## src/rtl/key_debounce_sequencer_if.sv

```systemverilog
// Key pin and debounced event bundle between a board key and its consumers.
// The bundle carries no handshake. key_in is a free-running raw level. All
// outputs are registered levels or single-cycle pulses, and consumers sample
// them on any rising clk edge without acknowledging them.
interface key_debounce_sequencer_if;
    logic       key_in;
    logic       key_level;
    logic       press_pulse;
    logic       release_pulse;
    logic       hold_pulse;
    logic       held;
    logic [1:0] dbg_state;

    modport master (
        output key_in,
        input  key_level, press_pulse, release_pulse, hold_pulse, held, dbg_state
    );

    modport slave (
        input  key_in,
        output key_level, press_pulse, release_pulse, hold_pulse, held, dbg_state
    );
endinterface

```

## src/rtl/key_debounce_sequencer.sv

```systemverilog
// Synchronizes and debounces a raw key pin.
// Produces a clean pressed level plus press, release and long-press pulses.
module key_debounce_sequencer #(
    parameter int unsigned DEBOUNCE_CYCLES = 1000,
    parameter int unsigned HOLD_CYCLES     = 50000000,
    parameter bit          ACTIVE_LOW      = 1'b1
) (
    input logic                     clk,
    input logic                     rst_n,
    key_debounce_sequencer_if.slave kif
);
    typedef enum logic [1:0] {
        RELEASED   = 2'd0,
        PRESS_PEND = 2'd1,
        PRESSED    = 2'd2,
        REL_PEND   = 2'd3
    } state_e;

    localparam logic        REL_LVL  = ACTIVE_LOW;  // raw pin value while released
    localparam logic [19:0] DEB_END  = 20'(DEBOUNCE_CYCLES);
    localparam logic [25:0] HOLD_END = 26'(HOLD_CYCLES);
    localparam logic [25:0] HCNT_MAX = '1;

    logic        sync1_q, sync1_d, sync2_q, sync2_d;
    state_e      state_q, state_d;
    logic [19:0] dcnt_q, dcnt_d;
    logic [25:0] hcnt_q, hcnt_d;
    logic        key_level_q, key_level_d;
    logic        press_q, press_d, release_q, release_d;
    logic        hold_q, hold_d, held_q, held_d;
    logic        s;
    logic        hold_en;

    assign s = sync2_q ^ REL_LVL;

    always_comb begin
        sync1_d   = kif.key_in;
        sync2_d   = sync1_q;
        state_d   = state_q;
        dcnt_d    = dcnt_q;
        hcnt_d    = hcnt_q;
        press_d   = 1'b0;
        release_d = 1'b0;
        hold_d    = 1'b0;
        held_d    = held_q;
        hold_en   = 1'b0;

        case (state_q)
            RELEASED: begin
                if (s) begin
                    state_d = PRESS_PEND;
                    dcnt_d  = 20'd1;
                end
            end
            PRESS_PEND: begin
                if (!s) begin
                    state_d = RELEASED;
                    dcnt_d  = '0;
                end else if (dcnt_q == DEB_END) begin
                    state_d = PRESSED;
                    dcnt_d  = '0;
                    hcnt_d  = '0;
                    press_d = 1'b1;
                end else begin
                    dcnt_d = dcnt_q + 20'd1;
                end
            end
            PRESSED: begin
                hold_en = 1'b1;
                if (!s) begin
                    state_d = REL_PEND;
                    dcnt_d  = 20'd1;
                end
            end
            REL_PEND: begin
                hold_en = 1'b1;
                if (s) begin
                    state_d = PRESSED;
                    dcnt_d  = '0;
                end else if (dcnt_q == DEB_END) begin
                    state_d   = RELEASED;
                    dcnt_d    = '0;
                    release_d = 1'b1;
                    held_d    = 1'b0;
                end else begin
                    dcnt_d = dcnt_q + 20'd1;
                end
            end
            default: begin
                state_d = RELEASED;
                dcnt_d  = '0;
            end
        endcase

        // A release accepted on the threshold cycle suppresses the hold event.
        if (hold_en && !held_q && hcnt_q != HCNT_MAX) begin
            hcnt_d = hcnt_q + 26'd1;
        end
        if (hold_en && !release_d && !held_q && HOLD_END != '0 && hcnt_d == HOLD_END) begin
            hold_d = 1'b1;
            held_d = 1'b1;
        end

        key_level_d = (state_d == PRESSED) || (state_d == REL_PEND);
    end

    always_ff @(posedge clk) begin
        if (!rst_n) begin
            sync1_q     <= REL_LVL;
            sync2_q     <= REL_LVL;
            state_q     <= RELEASED;
            dcnt_q      <= '0;
            hcnt_q      <= '0;
            key_level_q <= 1'b0;
            press_q     <= 1'b0;
            release_q   <= 1'b0;
            hold_q      <= 1'b0;
            held_q      <= 1'b0;
        end else begin
            sync1_q     <= sync1_d;
            sync2_q     <= sync2_d;
            state_q     <= state_d;
            dcnt_q      <= dcnt_d;
            hcnt_q      <= hcnt_d;
            key_level_q <= key_level_d;
            press_q     <= press_d;
            release_q   <= release_d;
            hold_q      <= hold_d;
            held_q      <= held_d;
        end
    end

    assign kif.key_level     = key_level_q;
    assign kif.press_pulse   = press_q;
    assign kif.release_pulse = release_q;
    assign kif.hold_pulse    = hold_q;
    assign kif.held          = held_q;
    assign kif.dbg_state     = state_q;
endmodule
```

## src/flat_wrapper.sv

```systemverilog
// flat-port wrapper written by rule: the top's interface ports become plain ports
module key_debounce_sequencer_flat 
#(
    parameter int unsigned DEBOUNCE_CYCLES = 1000,
    parameter int unsigned HOLD_CYCLES     = 50000000,
    parameter bit          ACTIVE_LOW      = 1'b1
)
  (clk, rst_n, kif_key_in, kif_key_level, kif_press_pulse, kif_release_pulse, kif_hold_pulse, kif_held, kif_dbg_state);
  key_debounce_sequencer_if kif_i ();
  input logic clk;
  input logic rst_n;
  input wire logic [$bits(kif_i.key_in)-1:0] kif_key_in;
  output wire logic [$bits(kif_i.key_level)-1:0] kif_key_level;
  output wire logic [$bits(kif_i.press_pulse)-1:0] kif_press_pulse;
  output wire logic [$bits(kif_i.release_pulse)-1:0] kif_release_pulse;
  output wire logic [$bits(kif_i.hold_pulse)-1:0] kif_hold_pulse;
  output wire logic [$bits(kif_i.held)-1:0] kif_held;
  output wire logic [$bits(kif_i.dbg_state)-1:0] kif_dbg_state;
  assign kif_i.key_in = kif_key_in;
  assign kif_key_level = kif_i.key_level;
  assign kif_press_pulse = kif_i.press_pulse;
  assign kif_release_pulse = kif_i.release_pulse;
  assign kif_hold_pulse = kif_i.hold_pulse;
  assign kif_held = kif_i.held;
  assign kif_dbg_state = kif_i.dbg_state;
  key_debounce_sequencer #(.DEBOUNCE_CYCLES(DEBOUNCE_CYCLES), .HOLD_CYCLES(HOLD_CYCLES), .ACTIVE_LOW(ACTIVE_LOW)) u_core (.clk(clk), .rst_n(rst_n), .kif(kif_i));
endmodule
```

## config.mk

```make
export PLATFORM = sky130hd
export DESIGN_NAME = key_debounce_sequencer_flat
export DESIGN_NICKNAME = d
export VERILOG_FILES = /design/src/rtl/key_debounce_sequencer_if.sv /design/src/rtl/key_debounce_sequencer.sv /design/src/flat_wrapper.sv
export SDC_FILE = /design/constraint.sdc
export NUM_CORES = 1
export LEC_CHECK = 0
export ABC_AREA = 1
export BUFFER_PORTS_ARGS = -buffer_cell sky130_fd_sc_hd__buf_4
export CAP_MARGIN = 40
export CORE_UTILIZATION = 50
export CTS_BUF_LIST = sky130_fd_sc_hd__clkbuf_8
export DETAILED_ROUTE_END_ITERATION = 16
export HOLD_SLACK_MARGIN = 0.03
export PLACE_DENSITY = 0.64
export SLEW_MARGIN = 0
export SYNTH_ARGS = -nofsm -noshare
export SYNTH_HDL_FRONTEND = slang
export SYNTH_SLANG_ARGS = --single-unit
```

## constraint.sdc

```tcl
create_clock -name clk -period 3 [get_ports clk]
set_input_delay 0.75 -clock clk [delete_from_list [all_inputs] [get_ports clk]]
set_output_delay 0.75 -clock clk [all_outputs]
set_load 0.01 [all_outputs]
```

# Word-level counts from Yosys, hierarchy flattened
# Index checks and enable logic that the tools add are counted.
[classes]
addsub = 2
eq_ne = 10
mux = 26
n_bitwise = 2
reduce_logical = 16
[ops]
columns = ["cell", "n"]
rows = [
  ["26-bit 2-to-1 mux", 4],
  ["20-bit 2-to-1 mux", 5],
  ["20-bit one-hot mux with 4 select lines", 1],
  ["26-bit by 1-bit adder with 26-bit output, second input constant", 1],
  ["26-bit == test, second input constant", 1],
  ["26-bit != test, second input constant", 1],
  ["20-bit by 1-bit adder with 20-bit output, second input constant", 1],
  ["20-bit by 10-bit == test with 1-bit output, second input constant", 1],
  ["2-bit 2-to-1 mux", 6],
  ["1-bit 2-to-1 mux", 9],
  ["2-bit == test, second input constant", 4],
  ["2-bit one-hot mux with 4 select lines", 1],
  ["2-bit nonzero test", 3],
  ["1-bit logical AND", 5],
  ["3-bit AND reduction", 1],
  ["3-bit OR reduction", 1],
  ["2-bit by 1-bit == test with 1-bit output, second input constant", 1],
  ["1-bit zero test", 2],
  ["2-bit zero test", 1],
  ["2-bit by 1-bit != test with 1-bit output, second input constant", 1],
  ["2-bit != test, second input constant", 1],
  ["1-bit NOT", 2],
  ["2-bit AND reduction", 1],
  ["2-bit OR reduction", 1],
  ["1-bit logical OR", 1],
]
[word_totals]
reg_bits = 55
out_inout_bits = 7
elab_cells = 66

# Longest topological paths before layout
# Gate-level depths: netlist (run 1).
[depth]
depth_word = 10
ltp_mapped = 18
mapped_depth_nobuf = 17

# Worst setup path before layout (run 1)
# OpenSTA, ideal clock, no wires.
[synth_timing]
kind = "flip-flop to flip-flop"
start = "reg u_core.hcnt_q[0]"
end = "reg u_core.held_q, in the netlist u_core.kif.held"
t_arrival_ns = 1.894
required_ns = 2.941
slack_ns = 1.047
path_stages_with_launch = 17
n_path_buf = 1
period_less_slack_ns = 1.953
cell_sequence = "dfxtp_1 ha_1 nand2_2 nor2_4 nand2_4 nor2_8 nand2_4 nand2_8 inv_2 buf_6 o21ai_2 nand2_1 nor3_1 nand2_1 nor2_1 nand2_1 nand2_1"
[synth_between]
elab_chain_cells = 8
elab_cells_between_ends = 14
classes_between = "1 x add/sub; 2 x eq/ne; 5 x mux; 6 x reduce/logical"
[synth_rtl]
columns = ["element", "line", "rtl"]
rows = [
  ["start, declared", "key_debounce_sequencer.sv:27", "logic [25:0] hcnt_q, hcnt_d;"],
  ["start signal, assigned", "key_debounce_sequencer.sv:124", "hcnt_q <= hcnt_d;"],
  ["branches (longest 3 deep; another with 26-bit by 1-bit adder with 26-bit output)", "--", ""],
  ["26-bit 2-to-1 mux (*)", "key_debounce_sequencer.sv:96", "if (hold_en && !held_q && hcnt_q != HCNT_MAX) begin"],
  ["26-bit == test (*)", "key_debounce_sequencer.sv:99", "if (hold_en && !release_d && !held_q && HOLD_END != '0 && hcnt_d == HOLD_END) begin"],
  ["1-bit logical AND (*)", "key_debounce_sequencer.sv:99", ""],
  ["2-bit nonzero test (no line)", "--", ""],
  ["3-bit AND reduction (no line)", "--", ""],
  ["end signal, assigned", "key_debounce_sequencer.sv:129", "held_q <= held_d;"],
  ["end, declared", "key_debounce_sequencer.sv:30", "logic hold_q, hold_d, held_q, held_d;"],
]
# Mark *: on every way between the ends.
# A chain may end at the register's enable or synchronous reset.

# Worst setup path in the final report (run 1)
# Ends and elaborated chain as after synthesis.

==> impl_metrics.ini, run 1 <==
[status]
outcome = finished, final reports clean

[placed_design]
portBuffers = 9
place_area_sq_um = 3600
hpwl_um = 6940
gp_congestion = 0.897

[yosys]
ys_ff_latch = 55
synth_ff_type = dfxtp_1
synth_edf_count = 0
synth_area_sq_um = 3480
yosys_warnings = 0
yosysTopAreaCellShare_pct = 31.7
synthTopCellsByArea = dfxtp_1 32%, nand2_1 16%, nor2_1 8.5%
synth_cell_types = 41
synth_fp_nets = 557
syn_inst = 551
ys_top_cells_by_count = 147 x nand2_1, 79 x nor2_1, 77 x inv_1, 55 x dfxtp_1, 50 x nand3_1
yosysSeqAreaShare_pct = 31.7
yosysTopAreaCell = dfxtp_1
ys_async_sr_fraction_pct = 0
avgSynthCellArea_sq_um = 6.31
yosysMostFrequentCell = nand2_1

[critical_path]
end_kind = flop
critical_path_class = flop to flop
arrival_ns = 2.77
cp.required_ns = 3.26
worstSetupStartpointType = flop
crit_fanout = 18

[sta]
slew_viol_final = 0
period_minus_slack_ns = 2.50
skew_ns = 0.00910
finalSetupViolCount = 0
grt_setup_unrepaired = no
max_freq_mhz = 399
slew_headroom_pct = 56.3
tightest_slew_ns = 0.649
finalSetupTns_ns = 0
min_period_over_period_pct = 83.5
final_hold_viol_count = 0

[floorplanning]
initial_core_util_pct = 51.5
fp.dieH_um = 85.4
die_area_sq_um = 7290
core_area_sq_um = 6760
pin_count = 10
die_w_um = 85.4
row_count = 30

[grt]
grt_max_degree = 28
grt_pass1_vias = 3001
grt_pass1_wl_um = 14800
grt_usage_pct = 26.0
globalRoute.totalOverflow = 0
antenna_found_initial = 0

[detailed_routing]
vias = 3470
drc = 0
dr.pass1.iters = 5
routed_wl_um = 9060
wl_per_cell_um = 14.2
drt.antenna.violating_nets = 0
viasPerCell = 5.42
drt_first_iter_violations = 282

[clock_network]
cts_resized = 0
postCtsHoldBufs = 0
clock_path_buffers = 2
clk_pin_slew_worst_paths_ns = 0.10
cts_root_buf = clkbuf_8
clk_latency_ns = 0.32
postCtsSetupBuffers = 0
cts.sinks = 55
cts_max_level = 2
cts_tree = yes
cts_buffers = 5

[worst_hold_path]
holdCritPathClass = flop to flop

[power_and_ir_drop]
power.density_nw_per_um2 = 341
power_leakage_nw = 1.61
peakVddDrop_mv = 0.161

[cells_and_area]
fin_nets = 566
drive_gt1_share_pct = 10.4
final_area_sq_um = 3710
diodes = 0
nFillCells = 671
area_growth_pct = 6.69
postLayoutCoreUtil_pct = 54.9

[run]
maxCapViolations = 0
per-stage QoR:
stage                     power (mW)  setup slack [ns]  hold WS (ns)  cells
after global placement         0.785             0.636         0.398    633
after CTS                       1.28             0.559         0.426    640
after global routing            1.31             0.295         0.464    640
after detailed placement       0.785             0.587         0.406    633
final                           1.26             0.496         0.424    640
after floorplan                0.772              1.05         0.393    551
worst max-delay path: stages, from the launching register on:
cell	delay (ns)
dfxtp_1	0.41
ha_1	0.32
nand2_2	0.10
nor2_4	0.13
nand2_4	0.09
nor2_8	0.14
nand2_4	0.14
nand2_8	0.17
inv_2	0.13
nand2_1	0.08
and2_1	0.19
nand2_1	0.06
nor2_1	0.21
nand2_1	0.09
nor2_1	0.09
nand2_1	0.06
nand2_1	0.05
cell families (layout without fill, tap and decap cells):
group	count (synthesis)	in the layout	share of synthesized area [%]
flip-flops	55	55	31.7
AO/OA/AOI/OAI	41	41	6.94
adder cells (fa/ha/maj)	3	3	1.08
buffers and inverters	91	100	10.6
AND/OR/NAND/NOR	358	358	49.0
XOR/XNOR	3	3	0.756
power breakdown:
part	internal (mW)	switching [mW]
Sequential	0.732	0.00217
Clock	0.245	0.251
Combinational	0.00958	0.0247
routing by layer:
metal	vias to the layer above	GRT usage, %	routed length [um]
met4	0	7.73	116
met5	-	0	0
met3	13	4.38	529
met2	111	37.5	3840
li1	1783	-	-
met1	1563	39.4	4570
final timing paths:
check,from,to,slack [ns],cells past startpoint
min,u_core.sync1_q,u_core.sync2_q,0.42,1
max reg2reg,u_core.hcnt_q[0],u_core.kif.held,0.50,16
min reg2reg,u_core.sync1_q,u_core.sync2_q,0.42,1
max,u_core.hcnt_q[0],u_core.kif.held,0.50,16
area by class of cell:
cell class	count	area, sq um	area share, %
Clock inverter	2	37.5	1.01
Tap cell	80	100	2.70
Inverter	81	304	8.20
Sequential cell	55	1100	29.7
Clock buffer	5	68.8	1.85
Timing Repair Buffer	12	90.1	2.43
Multi-Input combinational cell	405	2010	54.1
sequential cells by signal (all words and copies together) (netlist names):
signal	count
u_core.kif.dbg_state	2
u_core.kif.held	1
u_core.kif.release_pulse	1
u_core.hcnt_q	26
u_core.kif.key_level	1
u_core.sync2_q	1
u_core.sync1_q	1
u_core.kif.hold_pulse	1
u_core.dcnt_q	20
u_core.kif.press_pulse	1
cell usage in the layout, fill, tap and decap left out, types with 2 or more instances in the layout:
cell type	Yosys	final
nand2_1	147	147
nor2_1	79	79
inv_1	77	77
dfxtp_1	55	55
nand3_1	50	50
a21oi_1	22	22
nand4_1	18	18
nor2_2	12	12
nor3_1	12	12
buf_4	0	12
nor4_1	7	7
nand3b_1	6	6
o21ai_0	5	5
clkbuf_8	0	5
nand2_2	4	4
or2_2	3	3
nor2_4	3	3
nand2_4	3	3
inv_2	3	3
o21bai_1	3	3
nor3_2	3	3
nand3_2	3	3
nor3b_1	3	3
ha_1	3	3
o21ai_2	2	2
a211oi_1	2	2
o211ai_1	2	2
xor2_1	2	2
No activity file was read; power rests on OpenSTA's default activity.
==> run 2, diff against run 1 <==
--- a/config.mk
+++ b/config.mk
@@ -5,14 +5,14 @@
 export SDC_FILE = /design/constraint.sdc
 export NUM_CORES = 1
 export LEC_CHECK = 0
-export ABC_AREA = 1
+export ABC_AREA = 0
 export BUFFER_PORTS_ARGS = -buffer_cell sky130_fd_sc_hd__buf_4
 export CAP_MARGIN = 40
 export CORE_UTILIZATION = 50
 export CTS_BUF_LIST = sky130_fd_sc_hd__clkbuf_8
 export DETAILED_ROUTE_END_ITERATION = 16
 export HOLD_SLACK_MARGIN = 0.03
-export PLACE_DENSITY = 0.64
+export PLACE_DENSITY = 0.67
 export SLEW_MARGIN = 0
 export SYNTH_ARGS = -nofsm -noshare
 export SYNTH_HDL_FRONTEND = slang
==> constraint.sdc (replaced) <==
create_clock -name clk -period 2.23 [get_ports clk]
set_input_delay 0.5575 -clock clk [delete_from_list [all_inputs] [get_ports clk]]
set_output_delay 0.5575 -clock clk [all_outputs]
set_load 0.01 [all_outputs]
==> run 2 against run 1 <==
The run now ends with setup timing left. Critical path depth down 5. Setup slack worse by 0.58 ns. Fmax up 8.3%. Via count down 20%. First-iteration DRC count down 37%. Wire length down 19%. Clock power up 25%. Total power up 31%. Hold slack worse by 0.0067 ns. Largest cell class unchanged. Largest power group unchanged.
==> impl_metrics.ini, run 2 <==
[status]
outcome = finished with violations
violations = setup timing

[cells_and_area]
final_common_cell = buf_4
largest-register = u_core.hcnt_q
area_growth_pct = 29.7
nFillCells = 437
final_area_sq_um = 3700
diodes = 0
largest_reg_flops = 26
drive_gt1_share_pct = 28.6
final_cell_mix = 74 x buf_4, 51 x dfxtp_1, 50 x nor2_1
fin_nets = 421
postLayoutCoreUtil_pct = 67.2

[floorplanning]
core_area_sq_um = 5510
die_w_um = 77.6
row_count = 27
die_area_sq_um = 6020
initial_core_util_pct = 51.9
pin_count = 10
fp.dieH_um = 77.6

[power_and_ir_drop]
power.density_nw_per_um2 = 446
p_clk_share_pct = 37.4
peakVddDrop_mv = 0.424
power_frac_seq_pct = 59.8
p_switching_mw = 0.368
power_leakage_nw = 1.49
p_sw_share_pct = 22.2
p_int_mw = 1.29
combPwrFrac_pct = 2.9

[detailed_routing]
drt_first_iter_violations = 178
routed_wl_um = 7360
drt.antenna.violating_nets = 0
drc = 0
vias = 2767
dr.pass1.iters = 5
wl_per_cell_um = 15.1
viasPerCell = 5.67

[grt]
antenna_found_initial = 0
grt_pass1_wl_um = 11900
grt_max_degree = 17
grt_usage_pct = 25.2
globalRoute.totalOverflow = 0
grt_pass1_vias = 2550

[clock_network]
cts_buffers = 5
clock_path_buffers = 2
clk_pin_slew_worst_paths_ns = 0.10
clk_latency_ns = 0.31
cts_root_buf = clkbuf_8
cts.sinks = 55
cts_max_level = 2
cts_tree = yes

[critical_path]
worstSetupStartpointType = flop
critical_path_class = flop to flop
arrival_ns = 2.56
crit_fanout = 6
cp.required_ns = 2.48
end_kind = flop

[yosys]
synth_mux_area_share_pct = 2.02
synth_edf_count = 0
yosys.area_share.adder_pct = 1.31
yosysTopAreaCell = dfxtp_1
yosysSeqAreaShare_pct = 38.6
synth_ff_type = dfxtp_1
ys_ff_latch = 55
ys_top_cells_by_count = 55 x dfxtp_1, 51 x nor2_1, 31 x nand2_1, 24 x nand3_1, 19 x xor2_1
synth_compound_area_share_pct = 10.6
synthTopCellsByArea = dfxtp_1 39%, nor2_1 6.7%, xor2_1 5.8%
yosysMostFrequentCell = dfxtp_1
synth-xor-area-share_pct = 8.90
synth_top_family_by_area = simple AND/OR/NAND/NOR gates
avgSynthCellArea_sq_um = 8.35
synth_area_sq_um = 2860
synthSimpleGateAreaFrac_pct = 36.4
syn_inst = 342
synth_cell_types = 52
ys_async_sr_fraction_pct = 0
yosysTopAreaCellShare_pct = 38.6
synth_fp_nets = 348
yosys_warnings = 0

[sta]
hold_slack_ns = 0.417
skew_ns = 0.00895
finalSetupViolCount = 4
min_period_over_period_pct = 104
grt_setup_unrepaired = yes
final_hold_viol_count = 0
max_freq_mhz = 432
slew_headroom_pct = 78.5
tightest_slew_ns = 0.321
setup_slack_ns = -0.0825
finalSetupTns_ns = -0.170
slew_viol_final = 0
period_minus_slack_ns = 2.31

[run]
maxCapViolations = 0

[placed_design]
gp_congestion = 0.946
hpwl_um = 5160
portBuffers = 9
place_area_sq_um = 3390
dp_slack_ns = -0.172

[worst_hold_path]
holdCritPathClass = flop to flop
## run 2: final cells by class
type	instances	area, sq um	area share (%)
Clock buffer	7	96.3	2.60
Clock inverter	1	7.51	0.203
Inverter	5	18.8	0.507
Multi-Input combinational cell	272	1810	48.8
Sequential cell	55	1110	29.9
Tap cell	72	90.1	2.43
Timing Repair Buffer	76	578	15.6
## run 2: power by group through the flow
stage	Sequential [mW]	Clock [mW]	Combinational, mW
finish	0.988	0.618	0.0476
global route	0.989	0.670	0.0523
CTS	0.988	0.628	0.0472
detailed placement	1.01	0	0.0467
global placement	1.01	0	0.0460
floorplan	1.01	0	0.0243
## run 2: repair_timing
item | 4_1_cts | 5_1_grt
pin swaps | 9 | 11
hold buffers | 0 | 0
endpoints found under the setup margin | 2 | 2
resized for setup | 9 | 18
buffers inserted | 5 | 7
## run 2: layer usage
| layer | vias to the layer above | part of all wire [%] | GRT usage, % | wire length, um |
|---|---|---|---|---|
| met3 | 16 | 4.9 | 4.35 | 359 |
| met5 | - | 0 | 0 | 0 |
| met2 | 87 | 44 | 38.4 | 3240 |
| met4 | 0 | 2.6 | 10.4 | 189 |
| met1 | 1300 | 49 | 35.1 | 3580 |
| li1 | 1364 | - | - | - |
## run 2: metrics by stage
step	cells	power, mW
final	488	1.65
after global routing	488	1.71
after CTS	481	1.66
after detailed placement	468	1.06
after global placement	468	1.06
after floorplan	342	1.03
## run 2: cell families (layout without fill, tap and decap cells)
logic type / Yosys count / in the layout
xor gates and xnor gates: 29 / 29
buffers and inverters: 15 / 89
AOI/OAI and AO/OA: 48 / 48
and+or+nand+nor: 187 / 187
adders and majority gates: 3 / 3
DFF: 55 / 55
muxes: 5 / 5
## run 2: worst paths after layout
path	start	endpoint	slack [ns]	cells past startpoint
worst max-delay path	u_core.hcnt_q[0]	u_core.kif.held	-0.08	11
worst min-delay path	u_core.sync1_q	u_core.sync2_q	0.42	1
worst max register to register	u_core.hcnt_q[0]	u_core.kif.held	-0.08	11
worst min register to register	u_core.sync1_q	u_core.sync2_q	0.42	1
## run 2: worst max-delay path, stage by stage, from the launching register on
cell	delay, ns
dfxtp_2	0.37
ha_4	0.16
nand4_4	0.11
buf_4	0.18
nor4_4	0.13
buf_4	0.19
nand4_1	0.15
xor2_2	0.22
o2111ai_2	0.13
nor4b_2	0.30
nand4_1	0.17
o21ai_1	0.14
